===== config.mk =====
export PLATFORM = sky130hd
export DESIGN_NAME = board_renderer
export DESIGN_NICKNAME = d
export VERILOG_FILES = /design/src/rtl/draw_pkg.sv /design/src/rtl/rect_sweep.sv /design/src/rtl/board_renderer.sv
export SDC_FILE = /design/constraint.sdc
export NUM_CORES = 1
export LEC_CHECK = 0
export CAP_MARGIN = 30
export CORE_MARGIN = 2
export CORE_UTILIZATION = 45
export CTS_CLUSTER_SIZE = 10
export DETAILED_ROUTE_END_ITERATION = 7
export PLACE_DENSITY = 0.73
export REMOVE_ABC_BUFFERS = 1
export SYNTH_ARGS = -nofsm -noshare
export SYNTH_HDL_FRONTEND = slang
export SYNTH_SLANG_ARGS = --single-unit

===== constraint.sdc =====
create_clock -name clk -period 8.7 [get_ports clk]
set_clock_uncertainty 0.2 [all_clocks]
set_input_delay 1.305 -clock clk [delete_from_list [all_inputs] [get_ports clk]]
set_output_delay 1.305 -clock clk [all_outputs]
set_load 0.01 [all_outputs]

===== src/rtl/draw_pkg.sv =====
// Shared drawing constants for the board renderer.
// Holds the screen geometry, the cell interior origin tables, the grid line
// coordinates, the 3-bit colour codes, the 2-bit cell-state encoding, and the
// renderer FSM state type. No ports: this is a package.
package draw_pkg;

  localparam int SCREEN_W = 160;
  localparam int SCREEN_H = 120;

  // Top-left corner of each cell interior, by column (x) and by row (y)
  localparam logic [7:0] CELL_X0 = 8'd24;
  localparam logic [7:0] CELL_X1 = 8'd62;
  localparam logic [7:0] CELL_X2 = 8'd100;
  localparam logic [6:0] CELL_Y0 = 7'd4;
  localparam logic [6:0] CELL_Y1 = 7'd42;
  localparam logic [6:0] CELL_Y2 = 7'd80;

  // Grid line positions drawn by the external grid drawer
  localparam logic [7:0] GRID_VX0 = 8'd60;
  localparam logic [7:0] GRID_VX1 = 8'd98;
  localparam logic [6:0] GRID_HY0 = 7'd40;
  localparam logic [6:0] GRID_HY1 = 7'd78;

  localparam logic [2:0] BLACK = 3'b000;
  localparam logic [2:0] WHITE = 3'b111;
  localparam logic [2:0] RED   = 3'b100;
  localparam logic [2:0] BLUE  = 3'b001;

  typedef enum logic [1:0] {
    CELL_EMPTY = 2'b00,
    CELL_P1    = 2'b01,
    CELL_P2    = 2'b10,
    CELL_NONE  = 2'b11
  } cell_state_t;

  typedef enum logic [2:0] {
    IDLE,
    CLEAR,
    GRID,
    MARKS,
    FINISH
  } render_state_t;

  // Cells are row-major: col = idx % 3, row = idx / 3
  function automatic logic [7:0] cell_origin_x(input logic [3:0] idx);
    logic [3:0] col;
    col = idx % 4'd3;
    case (col)
      4'd0:    return CELL_X0;
      4'd1:    return CELL_X1;
      default: return CELL_X2;
    endcase
  endfunction

  function automatic logic [6:0] cell_origin_y(input logic [3:0] idx);
    logic [3:0] row;
    row = idx / 4'd3;
    case (row)
      4'd0:    return CELL_Y0;
      4'd1:    return CELL_Y1;
      default: return CELL_Y2;
    endcase
  endfunction

endpackage


===== src/rtl/rect_sweep.sv =====
// Generic rectangle raster counter.
// A start pulse latches the rectangle (x0, y0, w, h); from the next cycle the
// counter walks x fastest then y, one pixel per cycle, with valid high.
// Ports: clk, reset (sync, active-high), start, x0/y0 origin, w/h size
// (both >= 1); outputs x, y current pixel, valid, last (final pixel).
module rect_sweep
  import draw_pkg::*;
(
  input  logic       clk,
  input  logic       reset,
  input  logic       start,
  input  logic [7:0] x0,
  input  logic [6:0] y0,
  input  logic [7:0] w,
  input  logic [6:0] h,
  output logic [7:0] x,
  output logic [6:0] y,
  output logic       valid,
  output logic       last
);

  logic [7:0] x_first;
  logic [7:0] x_end;
  logic [6:0] y_end;

  always_ff @(posedge clk) begin
    if (reset) begin
      valid <= 1'b0;
    end else if (start) begin
      valid <= 1'b1;
    end else if (last) begin
      valid <= 1'b0;
    end
  end

  // Coordinates are held as data; valid alone qualifies them
  always_ff @(posedge clk) begin
    if (start) begin
      x       <= x0;
      y       <= y0;
      x_first <= x0;
      x_end   <= x0 + w - 8'd1;
      y_end   <= y0 + h - 7'd1;
    end else if (valid) begin
      if (x == x_end) begin
        x <= x_first;
        if (y != y_end) y <= y + 7'd1;
      end else begin
        x <= x + 8'd1;
      end
    end
  end

  assign last = valid && (x == x_end) && (y == y_end);

endmodule


===== src/rtl/board_renderer.sv =====
// Tic-tac-toe board renderer.
// On a start request it clears the screen to black, hands the pixel port to
// an external grid drawer until that drawer exits, then draws a square marker
// in every occupied cell (red for player 1, blue for player 2).
// Ports: clk, reset (sync, active-high), start, board[17:0] (2 bits per cell),
// grid_enable/grid_exit handshake and grid_x/y/colour/write pixel input,
// x_out/y_out/colour_out/write_out pixel output, busy, done (1-cycle pulse).
module board_renderer
  import draw_pkg::*;
#(
  parameter int MARK_SIZE  = 24,
  parameter int MARK_INSET = 6
) (
  input  logic        clk,
  input  logic        reset,
  input  logic        start,
  input  logic [17:0] board,
  output logic        grid_enable,
  input  logic        grid_exit,
  input  logic [7:0]  grid_x,
  input  logic [6:0]  grid_y,
  input  logic [2:0]  grid_colour,
  input  logic        grid_write,
  output logic [7:0]  x_out,
  output logic [6:0]  y_out,
  output logic [2:0]  colour_out,
  output logic        write_out,
  output logic        busy,
  output logic        done
);

  render_state_t state_q, state_d;
  logic [17:0]   board_q;
  logic [3:0]    cell_q, cell_d;
  logic          drawing_q, drawing_d;
  logic          latch;

  logic          sw_start, sw_valid, sw_last;
  logic [7:0]    sw_x0, sw_x, sw_w;
  logic [6:0]    sw_y0, sw_y, sw_h;

  logic [19:0]   board_pad;
  cell_state_t   cell_st;
  logic          occupied;
  logic [2:0]    mark_colour;

  // Padding lets index 9 (the flush step) read as an empty cell
  assign board_pad = {2'b00, board_q};
  assign cell_st   = cell_state_t'(board_pad[{cell_q, 1'b0} +: 2]);
  assign occupied  = (cell_st == CELL_P1) || (cell_st == CELL_P2);
  assign mark_colour = (cell_st == CELL_P1) ? RED : BLUE;

  rect_sweep u_sweep (
    .clk   (clk),
    .reset (reset),
    .start (sw_start),
    .x0    (sw_x0),
    .y0    (sw_y0),
    .w     (sw_w),
    .h     (sw_h),
    .x     (sw_x),
    .y     (sw_y),
    .valid (sw_valid),
    .last  (sw_last)
  );

  always_ff @(posedge clk) begin
    if (reset) begin
      state_q   <= IDLE;
      board_q   <= '0;
      cell_q    <= '0;
      drawing_q <= 1'b0;
    end else begin
      state_q   <= state_d;
      cell_q    <= cell_d;
      drawing_q <= drawing_d;
      if (latch) board_q <= board;
    end
  end

  always_comb begin
    state_d   = state_q;
    cell_d    = cell_q;
    drawing_d = drawing_q;
    latch     = 1'b0;
    sw_start  = 1'b0;
    sw_x0     = 8'd0;
    sw_y0     = 7'd0;
    sw_w      = 8'(SCREEN_W);
    sw_h      = 7'(SCREEN_H);
    case (state_q)
      IDLE: begin
        if (start) begin
          latch    = 1'b1;
          sw_start = 1'b1;
          state_d  = CLEAR;
        end
      end
      CLEAR: begin
        if (sw_last) state_d = GRID;
      end
      GRID: begin
        if (grid_exit) begin
          state_d   = MARKS;
          cell_d    = 4'd0;
          drawing_d = 1'b0;
        end
      end
      MARKS: begin
        sw_x0 = cell_origin_x(cell_q) + 8'(MARK_INSET);
        sw_y0 = cell_origin_y(cell_q) + 7'(MARK_INSET);
        sw_w  = 8'(MARK_SIZE);
        sw_h  = 7'(MARK_SIZE);
        // Index 9 is only reached after a marker in cell 8; it gives the
        // output register one cycle to flush that marker's last pixel
        if (cell_q == 4'd9) begin
          state_d = FINISH;
        end else if (drawing_q) begin
          if (sw_last) begin
            drawing_d = 1'b0;
            cell_d    = cell_q + 4'd1;
          end
        end else if (occupied) begin
          sw_start  = 1'b1;
          drawing_d = 1'b1;
        end else if (cell_q == 4'd8) begin
          state_d = FINISH;
        end else begin
          cell_d = cell_q + 4'd1;
        end
      end
      FINISH: begin
        state_d = IDLE;
      end
      default: begin
        state_d = IDLE;
      end
    endcase
  end

  // Output pixel register: one cycle behind the sweep or the grid drawer
  always_ff @(posedge clk) begin
    if (reset) begin
      x_out      <= 8'd0;
      y_out      <= 7'd0;
      colour_out <= BLACK;
      write_out  <= 1'b0;
    end else begin
      case (state_q)
        CLEAR, MARKS: begin
          write_out <= sw_valid;
          if (sw_valid) begin
            x_out      <= sw_x;
            y_out      <= sw_y;
            colour_out <= (state_q == CLEAR) ? BLACK : mark_colour;
          end
        end
        GRID: begin
          x_out      <= grid_x;
          y_out      <= grid_y;
          colour_out <= grid_colour;
          write_out  <= grid_write;
        end
        default: begin
          write_out <= 1'b0;
        end
      endcase
    end
  end

  assign busy        = (state_q != IDLE);
  assign done        = (state_q == FINISH);
  assign grid_enable = (state_q == GRID);

endmodule

# Yosys cells after proc, flatten, opt, wreduce, memory -nomap -nowiden
# Index checks and enable logic that the tools add are counted.
[totals]
word_cells = 121
in_bits = 41
output_inout_bits = 22
regBits = 84
[op_classes]
mux = 52
shift = 1
eq_ne = 24
n_reduce_logical = 19
n_div = 2
addsub = 9
[op_table]
columns = ["operator", "count"]
rows = [
  ["$mux W7", 8],
  ["$mux W8", 7],
  ["$pmux W7 S2", 3],
  ["$mux W3", 10],
  ["$mux W4", 6],
  ["$shiftx A20 B6 Y2", 1],
  ["$ne A3 B3 Y1 const B", 6],
  ["$pmux W8 S2", 1],
  ["$pmux W3 S4", 1],
  ["$reduce_and A6 Y1", 2],
  ["$reduce_bool A2 Y1", 6],
  ["$mux W1", 11],
  ["$add A8 B1 Y8 const B", 1],
  ["$add A8 B3 Y8 const B", 1],
  ["$add A8 B8 Y8", 1],
  ["$eq A4 B1 Y1 const B", 2],
  ["$eq A4 B4 Y1 const B", 2],
  ["$eq A8 B8 Y1", 1],
  ["$logic_not A4 Y1", 2],
  ["$pmux W4 S2", 1],
  ["$sub A8 B1 Y8 const B", 1],
  ["$add A7 B1 Y7 const B", 1],
  ["$add A7 B3 Y7 const B", 1],
  ["$add A7 B7 Y7", 1],
  ["other kinds (22)", 30],
]

# Depth between registers and ports, before layout
[logic_depth]
word_depth = 9
mapped_depth = 22
depth_no_buf = 19

# By module
# From an unflattened synthesis, not the netlist that was laid out.
[hier_totals]
hier_cells = 558
area_unflattened_um2 = 5031.1
[modules_own_cells]
columns = ["mod", "seq_area_each_um2", "cells_each", "instances", "area_each_um2"]
rows = [
  ["rect_sweep", 1161.1, 242, 1, 2573.7],
  ["board_renderer", 900.9, 316, 1, 2457.4],
]

# Worst setup path after synthesis
# No wires, ideal clock.
[synth_timing]
path_type = "reg-to-reg"
from = "register cell_q[3]"
to = "register u_sweep.x_end[7], data pin"
required_ns = 8.241
period_less_slack_ns = 4.097
path_buffers = 3
arrival_time_ns = 3.638
setup_time_ns = 0.259
setup_slack_ns = 4.603
path_stages_with_launch = 23
path_cell_list = "dfxtp_1 -> buf_6 -> nand2b_1 -> inv_1 -> ha_1 -> inv_1 -> ha_1 -> buf_6 -> nor2b_1 -> a211oi_2 -> ha_1 -> nand2b_1 -> nor4b_1 -> a211o_1 -> buf_6 -> nand2_2 -> inv_1 -> nand2_1 -> ha_1 -> a21o_1 -> a211o_1 -> nand2_1 -> nor3_1"
[synth_via]
elab_chain_cells = 8
word_cells_on_any_way = 9
classes_between = "3 x add/sub; 1 x div; 1 x eq/ne; 3 x mux; 1 x reduce/logical"
[synth_lines]
columns = ["item", "line", "text"]
rows = [
  ["start: declaration", "board_renderer.sv:34", "logic [3:0] cell_q, cell_d;"],
  ["start signal: assignment", "board_renderer.sv:75", "cell_q <= cell_d;"],
  ["$mod A4 B2 Y4 *", "draw_pkg.sv:47", "col = idx % 4'd3;"],
  ["$eq A4 B1 Y1 / $logic_not A4 Y1 (equally long branches)", "draw_pkg.sv:48", "case (col)"],
  ["$pmux W7 S2 *", "draw_pkg.sv:48", ""],
  ["$mux W8 *", "board_renderer.sv:91", "case (state_q)"],
  ["$add A8 B3 Y8 *", "board_renderer.sv:110", "sw_x0 = cell_origin_x(cell_q) + 8'(MARK_INSET);"],
  ["$mux W8 *", "board_renderer.sv:91", ""],
  ["net sw_x0[2]", "board_renderer.sv:39", "logic [7:0] sw_x0, sw_x, sw_w;"],
  ["$add A8 B8 Y8 *", "rect_sweep.sv:42", "x_end <= x0 + w - 8'd1;"],
  ["$sub A8 B1 Y8 *", "rect_sweep.sv:42", ""],
  ["end signal: assignment", "rect_sweep.sv:42", ""],
  ["end: declaration", "rect_sweep.sv:23", "logic [7:0] x_end;"],
]
# Mark *: on every way through the listed nets, which the timed path passes. The rest lies on a longest branch. The select of a mux whose other input is x is not followed.
# A chain may end at the register's enable or synchronous reset.

# Worst setup path after layout
# Same ends and word-level chain as after synthesis.

==> flow_summary.html <==
<table>
<tr><th>Metric</th><th>Value</th></tr>
<tr><th colspan="2">Status</th></tr>
<tr><td>Result of the run</td><td>completed</td></tr>
<tr><th colspan="2">GRT</th></tr>
<tr><td>Number of antenna violations at the first check in global routing</td><td>0</td></tr>
<tr><td>Pin count of the biggest net entering global routing</td><td>45</td></tr>
<tr><td>Global routing's busiest layer</td><td>met2</td></tr>
<tr><td>Overall track demand over capacity in global routing</td><td>19.0%</td></tr>
<tr><td>GR Util met1</td><td>24.2%</td></tr>
<tr><td>Via count of the first global-routing pass</td><td>3259</td></tr>
<tr><td>Overall overflow remaining after global route</td><td>0</td></tr>
<tr><td>Met2 track utilization from global routing</td><td>31.6%</td></tr>
<tr><td>Wire length of the first global-routing pass</td><td>15500 um</td></tr>
<tr><td>Global-route track usage on met3</td><td>4.21%</td></tr>
<tr><th colspan="2">Timing</th></tr>
<tr><td>Endpoints failing hold</td><td>0</td></tr>
<tr><td>Maximum operating frequency</td><td>202 MHz</td></tr>
<tr><td>Final critical-path required period</td><td>4.95 ns</td></tr>
<tr><td>Total of endpoints with negative setup slack in the final report</td><td>0</td></tr>
<tr><td>Worst-Margin Slew</td><td>0.989 ns</td></tr>
<tr><td>Part of the cycle the worst path needs</td><td>56.9%</td></tr>
<tr><td>Headroom to the max-slew limit</td><td>34.0%</td></tr>
<tr><td>Final slew viol count</td><td>0</td></tr>
<tr><td>Final sum of negative setup slack</td><td>0 ns</td></tr>
<tr><td>Setup repair after global routing missed its margin</td><td>no</td></tr>
<tr><td>Min Hold Slack</td><td>0.256 ns</td></tr>
<tr><th colspan="2">Power and ir drop</th></tr>
<tr><td>Power per cell area</td><td>166 mW/mm2</td></tr>
<tr><td>Max rail drop VDD</td><td>0.106 mV</td></tr>
<tr><td>PnR Total Power</td><td>0.862 mW</td></tr>
<tr><td>Leakage</td><td>1.79 nW</td></tr>
<tr><th colspan="2">Floorplanning</th></tr>
<tr><td>Initial Util</td><td>46.4%</td></tr>
<tr><td>Core Box Area</td><td>0.00924 mm2</td></tr>
<tr><td>Total Die Area</td><td>0.0103 mm2</td></tr>
<tr><td>Height of the die</td><td>102 um</td></tr>
<tr><td>Rows</td><td>35</td></tr>
<tr><td>Ports</td><td>63</td></tr>
<tr><td>Horiz. Die Dim</td><td>102 um</td></tr>
<tr><th colspan="2">Cells and area</th></tr>
<tr><td>Area growth from synthesis to layout</td><td>20.7%</td></tr>
<tr><td>Antenna diodes</td><td>0</td></tr>
<tr><td>Number of fill cells</td><td>832</td></tr>
<tr><td>Non-filler cells, final</td><td>645</td></tr>
<tr><td>Final net count</td><td>567</td></tr>
<tr><td>Share of cells above drive strength 1</td><td>8.14%</td></tr>
<tr><th colspan="2">Min path</th></tr>
<tr><td>Worst hold path class</td><td>register to register</td></tr>
<tr><th colspan="2">Clock tree</th></tr>
<tr><td>Resized Gates After CTS</td><td>0</td></tr>
<tr><td>H-tree Lvls</td><td>3</td></tr>
<tr><td>Number of hold-repair buffers added at the cts stage</td><td>0</td></tr>
<tr><td>Buffer depth of the longest clock path</td><td>2</td></tr>
<tr><td>Clk Tree Root Cell</td><td>sky130_fd_sc_hd__clkbuf_8</td></tr>
<tr><td>Source-to-sink clock delay at the later pin of the worst-skew pair</td><td>0.37 ns</td></tr>
<tr><td>Number of CTS-inserted buffers</td><td>9</td></tr>
<tr><td>Clk slew on worst S/H paths</td><td>0.08 ns</td></tr>
<tr><td>Post-CTS setup buffers</td><td>0</td></tr>
<tr><td>Clock tree sinks</td><td>80</td></tr>
<tr><td>TritonCTS clock tree</td><td>built</td></tr>
<tr><th colspan="2">Placed design</th></tr>
<tr><td>HPWL reported at the end of detailed placement</td><td>6720 um</td></tr>
<tr><td>Placed Cells</td><td>629</td></tr>
<tr><td># port buffers</td><td>62</td></tr>
<tr><td>Last weighted congestion value of the routability-driven placer</td><td>0.885</td></tr>
<tr><th colspan="2">Route</th></tr>
<tr><td>Total number of vias</td><td>3474</td></tr>
<tr><td>Total iterations of the first detailed-routing run</td><td>4</td></tr>
<tr><td>Post-DRT Antenna Nets</td><td>0</td></tr>
<tr><td>Avg WL per Cell</td><td>14.3 um</td></tr>
<tr><td>Final WL</td><td>9260 um</td></tr>
<tr><td>DRC violation count after routing</td><td>0</td></tr>
<tr><td>Mean number of vias per cell</td><td>5.39</td></tr>
<tr><td>Number of DRC violations after detailed-routing iteration 0</td><td>185</td></tr>
<tr><th colspan="2">Synthesis</th></tr>
<tr><td>Post-synthesis sequential element count</td><td>80</td></tr>
<tr><td>Library cell occupying the most area in the post-synthesis netlist</td><td>sky130_fd_sc_hd__edfxtp_1</td></tr>
<tr><td>Number of cells produced by synthesis</td><td>463</td></tr>
<tr><td>Number of distinct standard cells referenced by the synthesized netlist</td><td>68</td></tr>
<tr><td>Top area cells in the synthesized netlist</td><td>sky130_fd_sc_hd__edfxtp_1, sky130_fd_sc_hd__dfxtp_1, sky130_fd_sc_hd__nand2_1</td></tr>
<tr><td>Netlist Area Pre-Place</td><td>0.00429 mm2</td></tr>
<tr><td>Number of flops mapped to enable cells by yosys</td><td>34</td></tr>
<tr><td>Post-Synthesis Mean Instance Area</td><td>9.26 um2</td></tr>
<tr><td>Asr flop ratio synth</td><td>0%</td></tr>
<tr><td>Syn. warnings</td><td>0</td></tr>
<tr><td>Sequential fraction of the synthesis area</td><td>45.3%</td></tr>
<tr><td>Most numerous cell types in the synthesized netlist</td><td>sky130_fd_sc_hd__nand2_1, sky130_fd_sc_hd__a21oi_1, sky130_fd_sc_hd__dfxtp_1, sky130_fd_sc_hd__edfxtp_1, sky130_fd_sc_hd__xnor2_1</td></tr>
<tr><td>Flip-flop cell with the highest count after synthesis</td><td>sky130_fd_sc_hd__dfxtp_1</td></tr>
<tr><td>Leading cell type by number of instances after synthesis</td><td>sky130_fd_sc_hd__nand2_1</td></tr>
<tr><td>Fraction of synthesized cell area taken by the top area cell type</td><td>23.8%</td></tr>
<tr><th colspan="2">Critical path</th></tr>
<tr><td>Arrival @ worst endpoint</td><td>4.86 ns</td></tr>
<tr><td>Path type of the worst setup path</td><td>register to register</td></tr>
<tr><td>Critical Path Source Type</td><td>register</td></tr>
<tr><td>Endpoint kind of the worst setup timing path</td><td>register</td></tr>
<tr><td>CP max FO</td><td>18</td></tr>
<tr><td>Data required, critical path</td><td>8.61 ns</td></tr>
<tr><th colspan="2">Job</th></tr>
<tr><td>Max cap viols</td><td>0</td></tr>
</table>
[where the power goes]
| part | switching, mW | internal (mW) |
|---|---|---|
| sequential | 0.0216 | 0.417 |
| clock | 0.141 | 0.180 |
| combinational | 0.0508 | 0.0521 |
| total | 0.213 | 0.649 |
[cells in the final DEF (no fill, tap or decap), types with 4 or more instances in the layout]
master / count
sky130_fd_sc_hd__o21ai_1: 4
sky130_fd_sc_hd__inv_2: 4
sky130_fd_sc_hd__inv_1: 13
sky130_fd_sc_hd__a22oi_1: 19
sky130_fd_sc_hd__xor2_1: 8
sky130_fd_sc_hd__nand3_1: 14
sky130_fd_sc_hd__nand2_1: 81
sky130_fd_sc_hd__clkbuf_8: 9
sky130_fd_sc_hd__and2_1: 5
sky130_fd_sc_hd__nand2b_1: 6
sky130_fd_sc_hd__ha_1: 14
sky130_fd_sc_hd__nor3_1: 5
sky130_fd_sc_hd__clkdlybuf4s50_1: 62
sky130_fd_sc_hd__nor2b_1: 6
sky130_fd_sc_hd__o21ai_0: 16
sky130_fd_sc_hd__edfxtp_1: 34
sky130_fd_sc_hd__a21oi_1: 51
sky130_fd_sc_hd__xnor2_1: 21
sky130_fd_sc_hd__and3_1: 4
sky130_fd_sc_hd__dfxtp_1: 46
sky130_fd_sc_hd__nor2_1: 20
sky130_fd_sc_hd__nand4_1: 6
[metal layers]
metal / share of wire [%] / routed length [um] / vias up
met3: 6.2 / 575 / 13
met5: 0 / 0 / -
met4: 1.7 / 158 / 0
li1: - / - / 1730
met1: 44 / 4070 / 1630
met2: 48 / 4460 / 101
[final cells by class]
cell class	count	area, um2	area share (%)
Inverter	17	63.8	1.23
Timing Repair Buffer	66	648	12.5
Tap cell	129	161	3.12
Sequential cell	80	1940	37.5
Multi-Input combinational cell	337	2130	41.2
Clock inverter	4	73.8	1.43
Clock buffer	12	156	3.02
[critical path: stages, from the launching register on]
cell and delay, ns:
sky130_fd_sc_hd__dfxtp_1 0.64, sky130_fd_sc_hd__nand2b_1 0.26, sky130_fd_sc_hd__inv_1 0.06, sky130_fd_sc_hd__ha_1 0.18, sky130_fd_sc_hd__inv_1 0.05, sky130_fd_sc_hd__ha_1 0.39, sky130_fd_sc_hd__nor2b_1 0.14, sky130_fd_sc_hd__a211oi_2 0.31
sky130_fd_sc_hd__ha_1 0.35, sky130_fd_sc_hd__nand2b_1 0.09, sky130_fd_sc_hd__nor4b_1 0.33, sky130_fd_sc_hd__a211o_1 0.34, sky130_fd_sc_hd__nand2_2 0.12, sky130_fd_sc_hd__inv_1 0.19, sky130_fd_sc_hd__nand2_1 0.13, sky130_fd_sc_hd__ha_1 0.31
sky130_fd_sc_hd__a21o_1 0.19, sky130_fd_sc_hd__a211o_1 0.29, sky130_fd_sc_hd__nand2_1 0.06, sky130_fd_sc_hd__nor3_1 0.06
[path summary, 6_finish.rpt]
| path | startpoint | endpoint | slack, ns | depth (start not counted) |
|---|---|---|---|---|
| min reg2reg | x_out[3]$_SDFFE_PP0P_ | x_out[3]$_SDFFE_PP0P_ | 0.26 | 2 |
| min | x_out[3]$_SDFFE_PP0P_ | x_out[3]$_SDFFE_PP0P_ | 0.26 | 2 |
| max reg2reg | cell_q[3]$_SDFFE_PP0P_ | u_sweep.x_end[7]$_DFFE_PP_ | 3.75 | 19 |
| max | cell_q[3]$_SDFFE_PP0P_ | u_sweep.x_end[7]$_DFFE_PP_ | 3.75 | 19 |
[sequential cells by signal (all words and copies together) (netlist names), 3 cells and up]
| signal | cells |
|---|---|
| board_q | 18 |
| u_sweep.x | 8 |
| x_out | 8 |
| u_sweep.x_end | 7 |
| u_sweep.y | 7 |
| y_out | 7 |
| u_sweep.x_first | 6 |
| u_sweep.y_end | 6 |
| cell_q | 4 |
| colour_out | 3 |
| state_q | 3 |
[kinds of logic after synthesis]
family                   count (synthesis)  share of synthesized area [%]
adder cells (fa/ha/maj)                 15                           4.55
AO/OA/AOI/OAI                          116                           16.8
other                                    1                         0.0874
AND/OR/NAND/NOR                        168                           19.4
flip-flops                              80                           45.3
buffers and inverters                   46                           5.08
XOR/XNOR                                30                           6.30
multiplexers                             7                           2.54
[through the flow]
step	setup WS, ns	cell area [um2]	util [%]
2_1_floorplan	4.40	4140	-
3_3_place_gp	4.08	4930	53.4
3_5_place_dp	3.86	4940	53.5
4_1_cts	3.80	5170	56.0
5_1_grt	3.31	5170	56.0
6_report	3.75	5170	56.0
No activity file was read; power rests on OpenSTA's default activity.
